==> config.mk <==
export PLATFORM = sky130hd
export DESIGN_NAME = fetch_ref_chroma_loader_flat
export DESIGN_NICKNAME = d
export VERILOG_FILES = /design/src/rtl/fetch_ref_chroma_loader_pkg.sv /design/src/rtl/fetch_ref_chroma_loader_if.sv /design/src/rtl/fetch_ref_chroma_loader_uv_deinterleave.sv /design/src/rtl/fetch_ref_chroma_loader.sv /design/src/flat_wrapper.sv
export SDC_FILE = /design/constraint.sdc
export NUM_CORES = 2
export LEC_CHECK = 0
export ABC_CLOCK_PERIOD_IN_PS = 2000
export CORE_AREA = 2 2 361 363
export DETAILED_ROUTE_END_ITERATION = 10
export DIE_AREA = 0 0 363 365
export DONT_BUFFER_PORTS = 1
export PLACE_DENSITY = 0.56
export SYNTH_ARGS = -nofsm -noshare
export SYNTH_HDL_FRONTEND = slang
export SYNTH_SLANG_ARGS = --single-unit
==> constraint.sdc <==
create_clock -name clk -period 2 [get_ports clk]
set_clock_uncertainty 0.2 [all_clocks]
set_input_delay 0.2 -clock clk [delete_from_list [all_inputs] [get_ports clk]]
set_output_delay 0.2 -clock clk [all_outputs]
set_load 0.01 [all_outputs]
==> src/rtl/fetch_ref_chroma_loader_pkg.sv <==
// -----------------------------------------------------------------------------
// fetch_ref_chroma_loader_pkg
//   Shared constants, FSM encoding and the window-height helper for the chroma
//   reference window loader.
//   Configuration macro recognised by the loader: FETCH_REF_CHROMA_CHK_EN.
// -----------------------------------------------------------------------------
package fetch_ref_chroma_loader_pkg;

   // Encoder-wide geometry.
   localparam int PIXEL_WIDTH = 8;
   localparam int PIC_Y_WIDTH = 8;

   // Fetch beat: 8 U and 8 V pixels, interleaved UVUV, U0 in the MSBs.
   localparam int FETCH_CH_BEAT_W    = 128;
   localparam int FETCH_CH_BEAT_PIX  = 8;
   localparam int FETCH_CH_HALF_W    = FETCH_CH_BEAT_PIX * PIXEL_WIDTH;

   // Window geometry.
   localparam int FETCH_CH_ROW_BEATS = 6;
   localparam int FETCH_CH_ROWS_FULL = 48;
   localparam int FETCH_CH_ROWS_EDGE = 40;
   localparam int FETCH_CH_ROW_PIX   = FETCH_CH_ROW_BEATS * FETCH_CH_BEAT_PIX;
   localparam int FETCH_CH_ROW_W     = FETCH_CH_ROW_PIX * PIXEL_WIDTH;
   localparam int FETCH_CH_LOAD_W    = 2 * FETCH_CH_ROW_W;

   typedef enum logic [1:0] {
      IDLE = 2'd0,
      LOAD = 2'd1,
      DONE = 2'd2
   } fetch_ch_state_e;

   // The first and last LCU rows of the picture have no neighbour on one side,
   // so their reference window is shorter.
   function automatic logic [5:0] rows_for_lcu(input logic [PIC_Y_WIDTH-1:0] cur_y,
                                               input logic [PIC_Y_WIDTH-1:0] total_y);
      if (cur_y == '0 || cur_y == total_y)
         return 6'(FETCH_CH_ROWS_EDGE);
      return 6'(FETCH_CH_ROWS_FULL);
   endfunction

endpackage

==> src/rtl/fetch_ref_chroma_loader_if.sv <==
// -----------------------------------------------------------------------------
// fetch_ref_chroma_loader_if
//   Bundles the external-memory fetch channel (beat in, ready out) and the
//   row-write channel towards the window buffer.
//   ext_data/ext_valid/ext_ready : fetch beats, accepted on valid & ready
//   load_valid/load_addr/load_data: one-cycle row write strobe, row index, {U,V}
//   load_done                    : one-cycle pulse after the last row write
//   Modports: master = fetch side / buffer side (testbench), slave = loader.
// -----------------------------------------------------------------------------
interface fetch_ref_chroma_loader_if;
   import fetch_ref_chroma_loader_pkg::*;

   logic [FETCH_CH_BEAT_W-1:0] ext_data;
   logic                       ext_valid;
   logic                       ext_ready;
   logic                       load_valid;
   logic [5:0]                 load_addr;
   logic [FETCH_CH_LOAD_W-1:0] load_data;
   logic                       load_done;

   modport master (
      output ext_data, ext_valid,
      input  ext_ready, load_valid, load_addr, load_data, load_done
   );

   modport slave (
      input  ext_data, ext_valid,
      output ext_ready, load_valid, load_addr, load_data, load_done
   );

endinterface

==> src/rtl/fetch_ref_chroma_loader_uv_deinterleave.sv <==
// -----------------------------------------------------------------------------
// fetch_uv_deinterleave
//   Combinational split of one interleaved UVUV beat into its 8 U and 8 V
//   pixels, pixel 0 kept in the MSBs of each output.
//   i_beat  : 128-bit beat, [127:120]=U0, [119:112]=V0, ..., [7:0]=V7
//   o_u_pix : U0..U7, 64 bits
//   o_v_pix : V0..V7, 64 bits
// -----------------------------------------------------------------------------
module fetch_uv_deinterleave
   import fetch_ref_chroma_loader_pkg::*;
(
   input  logic [FETCH_CH_BEAT_W-1:0] i_beat,
   output logic [FETCH_CH_HALF_W-1:0] o_u_pix,
   output logic [FETCH_CH_HALF_W-1:0] o_v_pix
);

   // NOTE: every output of a combinational block is given a default first so
   // no path through the block leaves it unassigned (no latch is inferred).
   always_comb begin
      o_u_pix = '0;
      o_v_pix = '0;
      for (int i = 0; i < FETCH_CH_BEAT_PIX; i++) begin
         o_u_pix[FETCH_CH_HALF_W-1-PIXEL_WIDTH*i -: PIXEL_WIDTH] =
            i_beat[FETCH_CH_BEAT_W-1-2*PIXEL_WIDTH*i -: PIXEL_WIDTH];
         o_v_pix[FETCH_CH_HALF_W-1-PIXEL_WIDTH*i -: PIXEL_WIDTH] =
            i_beat[FETCH_CH_BEAT_W-1-PIXEL_WIDTH-2*PIXEL_WIDTH*i -: PIXEL_WIDTH];
      end
   end

endmodule

==> src/rtl/fetch_ref_chroma_loader.sv <==
// -----------------------------------------------------------------------------
// fetch_ref_chroma_loader
//   Feeds the chroma reference window buffer: packs 6 interleaved UVUV beats
//   into one 48-pixel U row and one 48-pixel V row, writes one row per 6
//   accepted beats and pulses done one cycle after the last row write.
//   Window height is 48 rows, or 40 on the first/last LCU row of the picture.
//   Ports:
//     clk, rstn         : clock, asynchronous active-low reset
//     sysif_start_i     : LCU-level start, aborts any load in progress
//     sysif_total_y_i   : last LCU row index of the picture
//     load_start_i      : begin loading the window for cur_y_i
//     cur_y_i           : LCU row index, sampled with load_start_i
//     ext_if (slave)    : fetch beats in, row writes and done out
//     busy_o            : high while loading
//     err_o             : only with FETCH_REF_CHROMA_CHK_EN; sticky protocol
//                         error (beat outside LOAD, start while busy), cleared
//                         by sysif_start_i
// -----------------------------------------------------------------------------
module fetch_ref_chroma_loader
   import fetch_ref_chroma_loader_pkg::*;
(
   input  logic                   clk,
   input  logic                   rstn,
   input  logic                   sysif_start_i,
   input  logic [PIC_Y_WIDTH-1:0] sysif_total_y_i,
   input  logic                   load_start_i,
   input  logic [PIC_Y_WIDTH-1:0] cur_y_i,
   fetch_ref_chroma_loader_if.slave ext_if,
   output logic                   busy_o
`ifdef FETCH_REF_CHROMA_CHK_EN
   ,
   output logic                   err_o
`endif
);

   fetch_ch_state_e r_state, w_state_nxt;

   logic [2:0]                 r_beat_cnt;
   logic [5:0]                 r_row_cnt;
   logic [5:0]                 r_rows_last;
   logic [FETCH_CH_ROW_W-1:0]  r_u_sreg, r_v_sreg;
   logic [FETCH_CH_ROW_W-1:0]  w_u_shift, w_v_shift;
   logic [FETCH_CH_HALF_W-1:0] w_u_pix, w_v_pix;
   logic                       w_ready, w_accept, w_row_done, w_last_row;
   logic                       r_load_valid, r_load_done;
   logic [5:0]                 r_load_addr;
   logic [FETCH_CH_LOAD_W-1:0] r_load_data;

   fetch_uv_deinterleave u_deinterleave (
      .i_beat  (ext_if.ext_data),
      .o_u_pix (w_u_pix),
      .o_v_pix (w_v_pix)
   );

   // Abort has priority over everything, including a beat in the same cycle.
   assign w_accept   = ext_if.ext_valid & w_ready & ~sysif_start_i;
   assign w_row_done = w_accept & (r_beat_cnt == 3'(FETCH_CH_ROW_BEATS - 1));
   assign w_last_row = w_row_done & (r_row_cnt == r_rows_last);

   assign w_u_shift = {r_u_sreg[FETCH_CH_ROW_W-FETCH_CH_HALF_W-1:0], w_u_pix};
   assign w_v_shift = {r_v_sreg[FETCH_CH_ROW_W-FETCH_CH_HALF_W-1:0], w_v_pix};

   // NOTE: state and datapath registers use non-blocking assignments so every
   // flop samples pre-edge values regardless of process ordering.
   always_ff @(posedge clk or negedge rstn) begin
      if (!rstn) r_state <= IDLE;
      else       r_state <= w_state_nxt;
   end

   always_comb begin
      w_state_nxt = r_state;
      w_ready     = 1'b0;
      busy_o      = 1'b0;
      case (r_state)
         IDLE: if (load_start_i && !sysif_start_i) w_state_nxt = LOAD;
         LOAD: begin
            w_ready = 1'b1;
            busy_o  = 1'b1;
            if (sysif_start_i)   w_state_nxt = IDLE;
            else if (w_last_row) w_state_nxt = DONE;
         end
         // The last row write is visible during DONE; done follows it.
         DONE:    w_state_nxt = IDLE;
         default: w_state_nxt = IDLE;
      endcase
   end

   assign ext_if.ext_ready = w_ready;

   // NOTE: the shift registers are ordinary flops, not a memory array, so
   // they are reset with everything else; a partial row never survives reset.
   always_ff @(posedge clk or negedge rstn) begin
      if (!rstn) begin
         r_beat_cnt   <= '0;
         r_row_cnt    <= '0;
         r_rows_last  <= '0;
         r_u_sreg     <= '0;
         r_v_sreg     <= '0;
         r_load_valid <= 1'b0;
         r_load_addr  <= '0;
         r_load_data  <= '0;
         r_load_done  <= 1'b0;
      end else begin
         r_load_valid <= w_row_done;
         r_load_done  <= (r_state == DONE) && !sysif_start_i;

         if (r_state == IDLE && load_start_i)
            r_rows_last <= rows_for_lcu(cur_y_i, sysif_total_y_i) - 6'd1;

         if (r_state != LOAD || sysif_start_i) begin
            r_beat_cnt <= '0;
            r_row_cnt  <= '0;
         end else if (w_accept) begin
            r_beat_cnt <= w_row_done ? 3'd0 : r_beat_cnt + 3'd1;
            if (w_row_done) r_row_cnt <= r_row_cnt + 6'd1;
         end

         if (w_accept) begin
            r_u_sreg <= w_u_shift;
            r_v_sreg <= w_v_shift;
         end

         // Output registers change only on row completion, so a beat taken
         // during the write cycle cannot disturb the data being written.
         if (w_row_done) begin
            r_load_addr <= r_row_cnt;
            r_load_data <= {w_u_shift, w_v_shift};
         end
      end
   end

   assign ext_if.load_valid = r_load_valid;
   assign ext_if.load_addr  = r_load_addr;
   assign ext_if.load_data  = r_load_data;
   assign ext_if.load_done  = r_load_done;

`ifdef FETCH_REF_CHROMA_CHK_EN
   logic r_err;

   always_ff @(posedge clk or negedge rstn) begin
      if (!rstn)
         r_err <= 1'b0;
      else if (sysif_start_i)
         r_err <= 1'b0;
      else if ((ext_if.ext_valid && r_state != LOAD) || (load_start_i && r_state == LOAD))
         r_err <= 1'b1;
   end

   assign err_o = r_err;
`endif

endmodule
==> src/flat_wrapper.sv <==
// flat-port wrapper written by rule: the top's interface ports become plain ports
module fetch_ref_chroma_loader_flat import fetch_ref_chroma_loader_pkg::*;
  (clk, rstn, sysif_start_i, sysif_total_y_i, load_start_i, cur_y_i, busy_o, ext_if_ext_data, ext_if_ext_valid, ext_if_ext_ready, ext_if_load_valid, ext_if_load_addr, ext_if_load_data, ext_if_load_done);
  fetch_ref_chroma_loader_if ext_if_i ();
  input  logic clk;
  input  logic rstn;
  input  logic sysif_start_i;
  input  logic [PIC_Y_WIDTH-1:0] sysif_total_y_i;
  input  logic load_start_i;
  input  logic [PIC_Y_WIDTH-1:0] cur_y_i;
  output logic busy_o;
  input wire logic [$bits(ext_if_i.ext_data)-1:0] ext_if_ext_data;
  input wire logic [$bits(ext_if_i.ext_valid)-1:0] ext_if_ext_valid;
  output wire logic [$bits(ext_if_i.ext_ready)-1:0] ext_if_ext_ready;
  output wire logic [$bits(ext_if_i.load_valid)-1:0] ext_if_load_valid;
  output wire logic [$bits(ext_if_i.load_addr)-1:0] ext_if_load_addr;
  output wire logic [$bits(ext_if_i.load_data)-1:0] ext_if_load_data;
  output wire logic [$bits(ext_if_i.load_done)-1:0] ext_if_load_done;
  assign ext_if_i.ext_data = ext_if_ext_data;
  assign ext_if_i.ext_valid = ext_if_ext_valid;
  assign ext_if_ext_ready = ext_if_i.ext_ready;
  assign ext_if_load_valid = ext_if_i.load_valid;
  assign ext_if_load_addr = ext_if_i.load_addr;
  assign ext_if_load_data = ext_if_i.load_data;
  assign ext_if_load_done = ext_if_i.load_done;
  fetch_ref_chroma_loader u_core (.clk(clk), .rstn(rstn), .sysif_start_i(sysif_start_i), .sysif_total_y_i(sysif_total_y_i), .load_start_i(load_start_i), .cur_y_i(cur_y_i), .ext_if(ext_if_i), .busy_o(busy_o));
endmodule
== Yosys cells after proc, flatten, opt, wreduce, memory -nomap -nowiden ==
Index checks and enable logic that the tools add are counted.

* Flip-flop bits (word level): 1433
* Logic and storage cells: 54
* Input port bits: 149

* Reductions and logical operators: 12
* Bitwise operators: 5
* Mux-type cells: 16
* Add/sub/neg operators: 3
* Equality and inequality tests: 8

{| class="wikitable"
|+ Operators by type and width
! kind !! number
|-
| $mux 6 || 6
|-
| $mux 3 || 3
|-
| $eq 8x8->1 || 1
|-
| $logic_not 8->1 || 1
|-
| $add 6x1->6 const B || 1
|-
| $eq 6x6->1 || 1
|-
| $mux 2 || 3
|-
| $sub 6x1->6 const B || 1
|-
| $and 1x1->1 || 4
|-
| $ne 2x1->1 const B || 2
|-
| $pmux 2 s2 || 1
|-
| $reduce_and 2->1 || 2
|-
| $reduce_bool 2->1 || 2
|-
| $add 3x1->3 const B || 1
|-
| $eq 3x3->1 const B || 1
|-
| $logic_and 1x1->1 || 3
|-
| $mux 1 || 3
|-
| $ne 3x2->1 const B || 1
|-
| $eq 2x1->1 const B || 1
|-
| $eq 2x2->1 const B || 1
|-
| $logic_not 2->1 || 1
|-
| $logic_or 1x1->1 || 2
|-
| $logic_not 1->1 || 1
|-
| $not 1->1 || 1
|}

== Logic depth before layout (Yosys ltp) ==
* Word-level depth: 9
* Depth in mapped cells: 8

== Modules after synthesis ==
Synthesis repeated with hierarchy kept, for this count alone.

* Cell total of the unflattened synthesis: 4550
* Area total of the unflattened synthesis: 54355.9 µm²

{| class="wikitable"
|+ Modules (own cells, without submodules)
! module !! area an instance (µm²) !! cells an instance !! times used
|-
| fetch_ref_chroma_loader || 53395.0 || 4422 || 1
|-
| fetch_uv_deinterleave || 960.9 || 128 || 1
|}

== Worst setup path after synthesis ==
OpenSTA, ideal clock, no wires.

* Kind: flip-flop to flip-flop
* Start: reg u_core.r_beat_cnt[1]
* End: reg u_core.r_load_data[647] (netlist: u_core.ext_if.load_data[647])
* Stages on the path, launching flop included: 9
* Path slack: 19 ps
* Clock period less this slack: 1981 ps
* Arrival: 1656 ps
* Cells stage by stage: dfrtp_1 inv_1 ha_1 nand2_1 nor2b_4 buf_6 buf_8 buf_6 mux2_4

* Cells in the longest elaborated chain, start to end: 2

{| class="wikitable"
|+ Ends and longest elaborated chain
! element !! line !! RTL
|-
| start, declared || fetch_ref_chroma_loader.sv:38 || <nowiki>logic [2:0] r_beat_cnt;</nowiki>
|-
| start signal, assigned || fetch_ref_chroma_loader.sv:114 || <nowiki>r_beat_cnt <= w_row_done ? 3'd0 : r_beat_cnt + 3'd1;</nowiki>
|-
| $eq 3x3->1 || fetch_ref_chroma_loader.sv:57 || <nowiki>assign w_row_done = w_accept & (r_beat_cnt == 3'(FETCH_CH_ROW_BEATS - 1));</nowiki>
|-
| $and 1x1->1 || fetch_ref_chroma_loader.sv:57 ||
|-
| end signal, assigned || fetch_ref_chroma_loader.sv:127 || <nowiki>r_load_data <= {w_u_shift, w_v_shift};</nowiki>
|-
| end, declared || fetch_ref_chroma_loader.sv:47 || <nowiki>logic [FETCH_CH_LOAD_W-1:0] r_load_data;</nowiki>
|}

Every way passes these cells.
A chain may end at the register's enable or synchronous reset.

== Worst setup path in the final report ==
* Start: reg u_core.r_state[1]
* End: reg u_core.r_load_data[52] (netlist: u_core.ext_if.load_data[52])

* Cells in the longest elaborated chain, start to end: 5

{| class="wikitable"
|+ Ends and longest elaborated chain
! element !! line !! RTL
|-
| start, declared || fetch_ref_chroma_loader.sv:36 || <nowiki>fetch_ch_state_e r_state, w_state_nxt;</nowiki>
|-
| start signal, assigned || fetch_ref_chroma_loader.sv:67 || <nowiki>else r_state <= w_state_nxt;</nowiki>
|-
| $eq 2x1->1 || fetch_ref_chroma_loader.sv:74 || <nowiki>case (r_state)</nowiki>
|-
| $mux 1 || fetch_ref_chroma_loader.sv:74 ||
|-
| $and 1x1->1 (2 in a row) || fetch_ref_chroma_loader.sv:56 || <nowiki>assign w_accept = ext_if.ext_valid & w_ready & ~sysif_start_i;</nowiki>
|-
| $and 1x1->1 || fetch_ref_chroma_loader.sv:57 ||
|}

Every way passes these cells.

==> flow_metrics.env <==
export IMPL_outcome="finished with violations"
export IMPL_violations="hold timing, setup timing"
export IMPL_maxCapViolCount=0
export IMPL_synthFlopType="dfrtp_1"
export IMPL_synth_edff_count=0
export IMPL_timing_final_crit_share_pct=110
export IMPL_dieArea_um2=132000
export IMPL_clock_sinks=1429
export IMPL_first_global_vias=29054
export IMPL_synthArstFlopShare_pct=100
export IMPL_finalCriticalPeriod_ns=2.21
export IMPL_power_share_clock_pct=37.9
export IMPL_hold_viol=485
export IMPL_cts_max_level=4
export IMPL_setup_viol=1198
export IMPL_ctsHoldBuffers=266
export IMPL_tightestPinTransition_ns=1.01
export IMPL_synth_most_common_cell="dfrtp_1"
export IMPL_ir_drop_v=0.000770
export IMPL_fin_total_pwr_w=0.0725
export IMPL_fp_dieH_um=365
export IMPL_pre_cts_slack_ns=-0.229
export IMPL_synth_nets=3224
export IMPL_drt_pass1_iterations=4
export IMPL_power_per_cell_area_nw_per_um2=1120
export IMPL_startpoint_type="flop"
export IMPL_fmax_ghz=0.453
export IMPL_yosys_register_bits=1429
export IMPL_yosys_warnings=0
export IMPL_drc=0
export IMPL_synthTopCellsByCount="1,429 x dfrtp_1, 814 x mux2_2, 400 x mux2_1"
export IMPL_ios=927
export IMPL_num_vias=27088
export IMPL_clock_latency_ns=0.77
export IMPL_gp_congestion=0.792
export IMPL_setup_slack_ns=-0.209
export IMPL_ys_types=32
export IMPL_crit_path_max_fanout=29
export IMPL_core_um2=129000
export IMPL_rows=132
export IMPL_cp_end_kind="flop"
export IMPL_grtUsageTotal_pct=18.9
export IMPL_switching_share_pct=24.4
export IMPL_relSlewSlack_pct=32.6
export IMPL_overflow=0
export IMPL_regArea_um2=35800
export IMPL_root_buffer="clkbuf_16"
export IMPL_wl_per_cell_um=24.6
export IMPL_ant_nets=0
export IMPL_cts_buffer_depth=3
export IMPL_comb_power_share_pct=9.1
export IMPL_drive_gt1_share_pct=38.9
export IMPL_netlist_top_cells_area="dfrtp_1 66%, mux2_2 17%, mux2_1 8.3%"
export IMPL_synth_top_area_share_pct=65.9
export IMPL_multi_input_area_um2=17200
export IMPL_finalMaxSlewViolations=0
export IMPL_viasPerCell=5.16
export IMPL_criticalPathCategory="flop to flop"
export IMPL_tritoncts="built"
export IMPL_arrival_ns=2.66
export IMPL_dp_hpwl_mm=86.6
export IMPL_clkTransAtPathRegs_ns=0.06
export IMPL_fillers=10458
export IMPL_numCtsBuffers=151
export IMPL_drt_iter0_drc=1298
export IMPL_rsz0062_at_grt="true"
export IMPL_grt_pass1_wl_mm=190
export IMPL_final_setup_tns_ns=-117.56
export IMPL_antenna_found_initial=8
export IMPL_port_buffers=0
export IMPL_power_leakage_nw=31.2
export IMPL_hp_class="primary input to asynchronous set/reset pin"
export IMPL_wirelength_mm=129
export IMPL_required_ns=2.45
export IMPL_grt_start_max_net_pins=1430
export IMPL_synthCells=3072
export IMPL_synth_top_cell_by_area="dfrtp_1"
export IMPL_power_switching_w=0.0177
export IMPL_finalNetCount=3619
export IMPL_hold_slack_ns=-1.07
export IMPL_crit_reg2reg_launch="u_core.r_state[1]$_DFFE_PN0P_"
export IMPL_yosysSeqAreaShare_pct=65.9
export IMPL_p_int_w=0.0548
export IMPL_area_growth_pct=19.3
export IMPL_synth_area_um2=54200
export IMPL_start_util_pct=42.2
export IMPL_syn_mean_instance_area_um2=17.7
export IMPL_pwr_share_seq_pct=52.9
export IMPL_crit_start="u_core.r_state[1]$_DFFE_PN0P_"
export IMPL_die_w_um=363
-- state kept, by name (all words and copies together), names as in the netlist --
name                      flops
u_core.ext_if.load_addr       6
u_core.ext_if.load_data     768
u_core.ext_if.load_done       1
u_core.ext_if.load_valid      1
u_core.r_beat_cnt             3
u_core.r_row_cnt              6
u_core.r_rows_last            2
u_core.r_state                2
u_core.r_u_sreg             320
u_core.r_v_sreg             320
-- cell families after synthesis --
kind of cell	share of synthesized area [%]
simple gates	0.406
compound gates	0.0854
flops	65.9
mux	30.8
buf+inv	2.54
fa+ha+maj	0.0692
xor+xnor	0.210
-- through the flow --
step | cell area, um^2 | utilization (%) | hold WS [ns] | instances
after floorplan | 54200 | - | -0.296 | 3072
after global placement | 56400 | 43.8 | -0.263 | 4699
after detailed placement | 56400 | 43.8 | -0.266 | 4699
after CTS | 64200 | 49.9 | -1.13 | 5233
after global routing | 64700 | 50.3 | -1.14 | 5252
final | 64700 | 50.3 | -1.07 | 5254
-- power groups by stage --
stage	Combinational [W]	Sequential (W)	Clock, W
5_1_grt	0.00729	0.0392	0.0296
2_1_floorplan	0.00498	0.0368	0
6_report	0.00661	0.0384	0.0275
3_5_place_dp	0.00555	0.0390	0
3_3_place_gp	0.00528	0.0386	0
4_1_cts	0.00613	0.0384	0.0283
-- layer usage --
metal	vias up	global-route usage (%)	routed length [um]
met4	4	7.18	4330
met1	14306	21.5	48400
met5	-	0	27
li1	11714	-	-
met2	858	30.3	62100
met3	206	9.67	14600
-- path summary, 6_finish.rpt --
path	to	slack, ns	cells past startpoint
max	u_core.ext_if.load_data[52]$_DFFE_PN0P_	-0.21	6
min	u_core.r_v_sreg[95]$_DFFE_PN0P_	-1.07	0
max reg2reg	u_core.ext_if.load_data[52]$_DFFE_PN0P_	-0.21	6
max in group asynchronous	u_core.ext_if.load_data[519]$_DFFE_PN0P_	0.26	3
min in group clk	u_core.r_beat_cnt[1]$_DFFE_PN0P_	-0.55	2
min reg2reg	u_core.ext_if.load_data[359]$_DFFE_PN0P_	0.28	1
-- worst max-delay path: stages (launching register included) --
cell      delay (ns)
dfrtp_1         0.38
and4bb_4        0.32
nor2b_4         0.21
buf_12          0.19
buf_16          0.18
buf_16          0.21
mux2_2          0.37
-- cell usage in the layout (no fill, tap or decap), drive strengths merged, types with 4 or more instances in the layout --
cell type,netlist,final
a21oi,4,4
buf,159,127
bufinv,0,5
clkbuf,2,230
clkinv,0,30
dfrtp,1429,1429
dlygate4sd3,0,265
inv,1,7
mux2,1414,1414
nand2,8,8
nor2,10,10
o21ai,4,4
xnor2,10,10
-- cell type report --
type	instances	share of cell area [%]
repair buffers	403	7.34
flip-flops and latches	1429	55.3
inverters	1	0.00580
clock inverters	42	0.638
clock buffers	221	6.94
multi-input cells	1481	26.6
well taps	1675	3.24
diodes	2	0.00774
-- repair_timing --
item                                    4_1_cts  5_1_grt
gates resized for setup                      25       22
endpoints found under the hold margin      1719      491
pin swaps                                     0        1
cloned                                        2        9
setup buffers                                 3        5
endpoints found under the setup margin     1348     2085
Note: power is estimated with default switching activity, not from simulation.
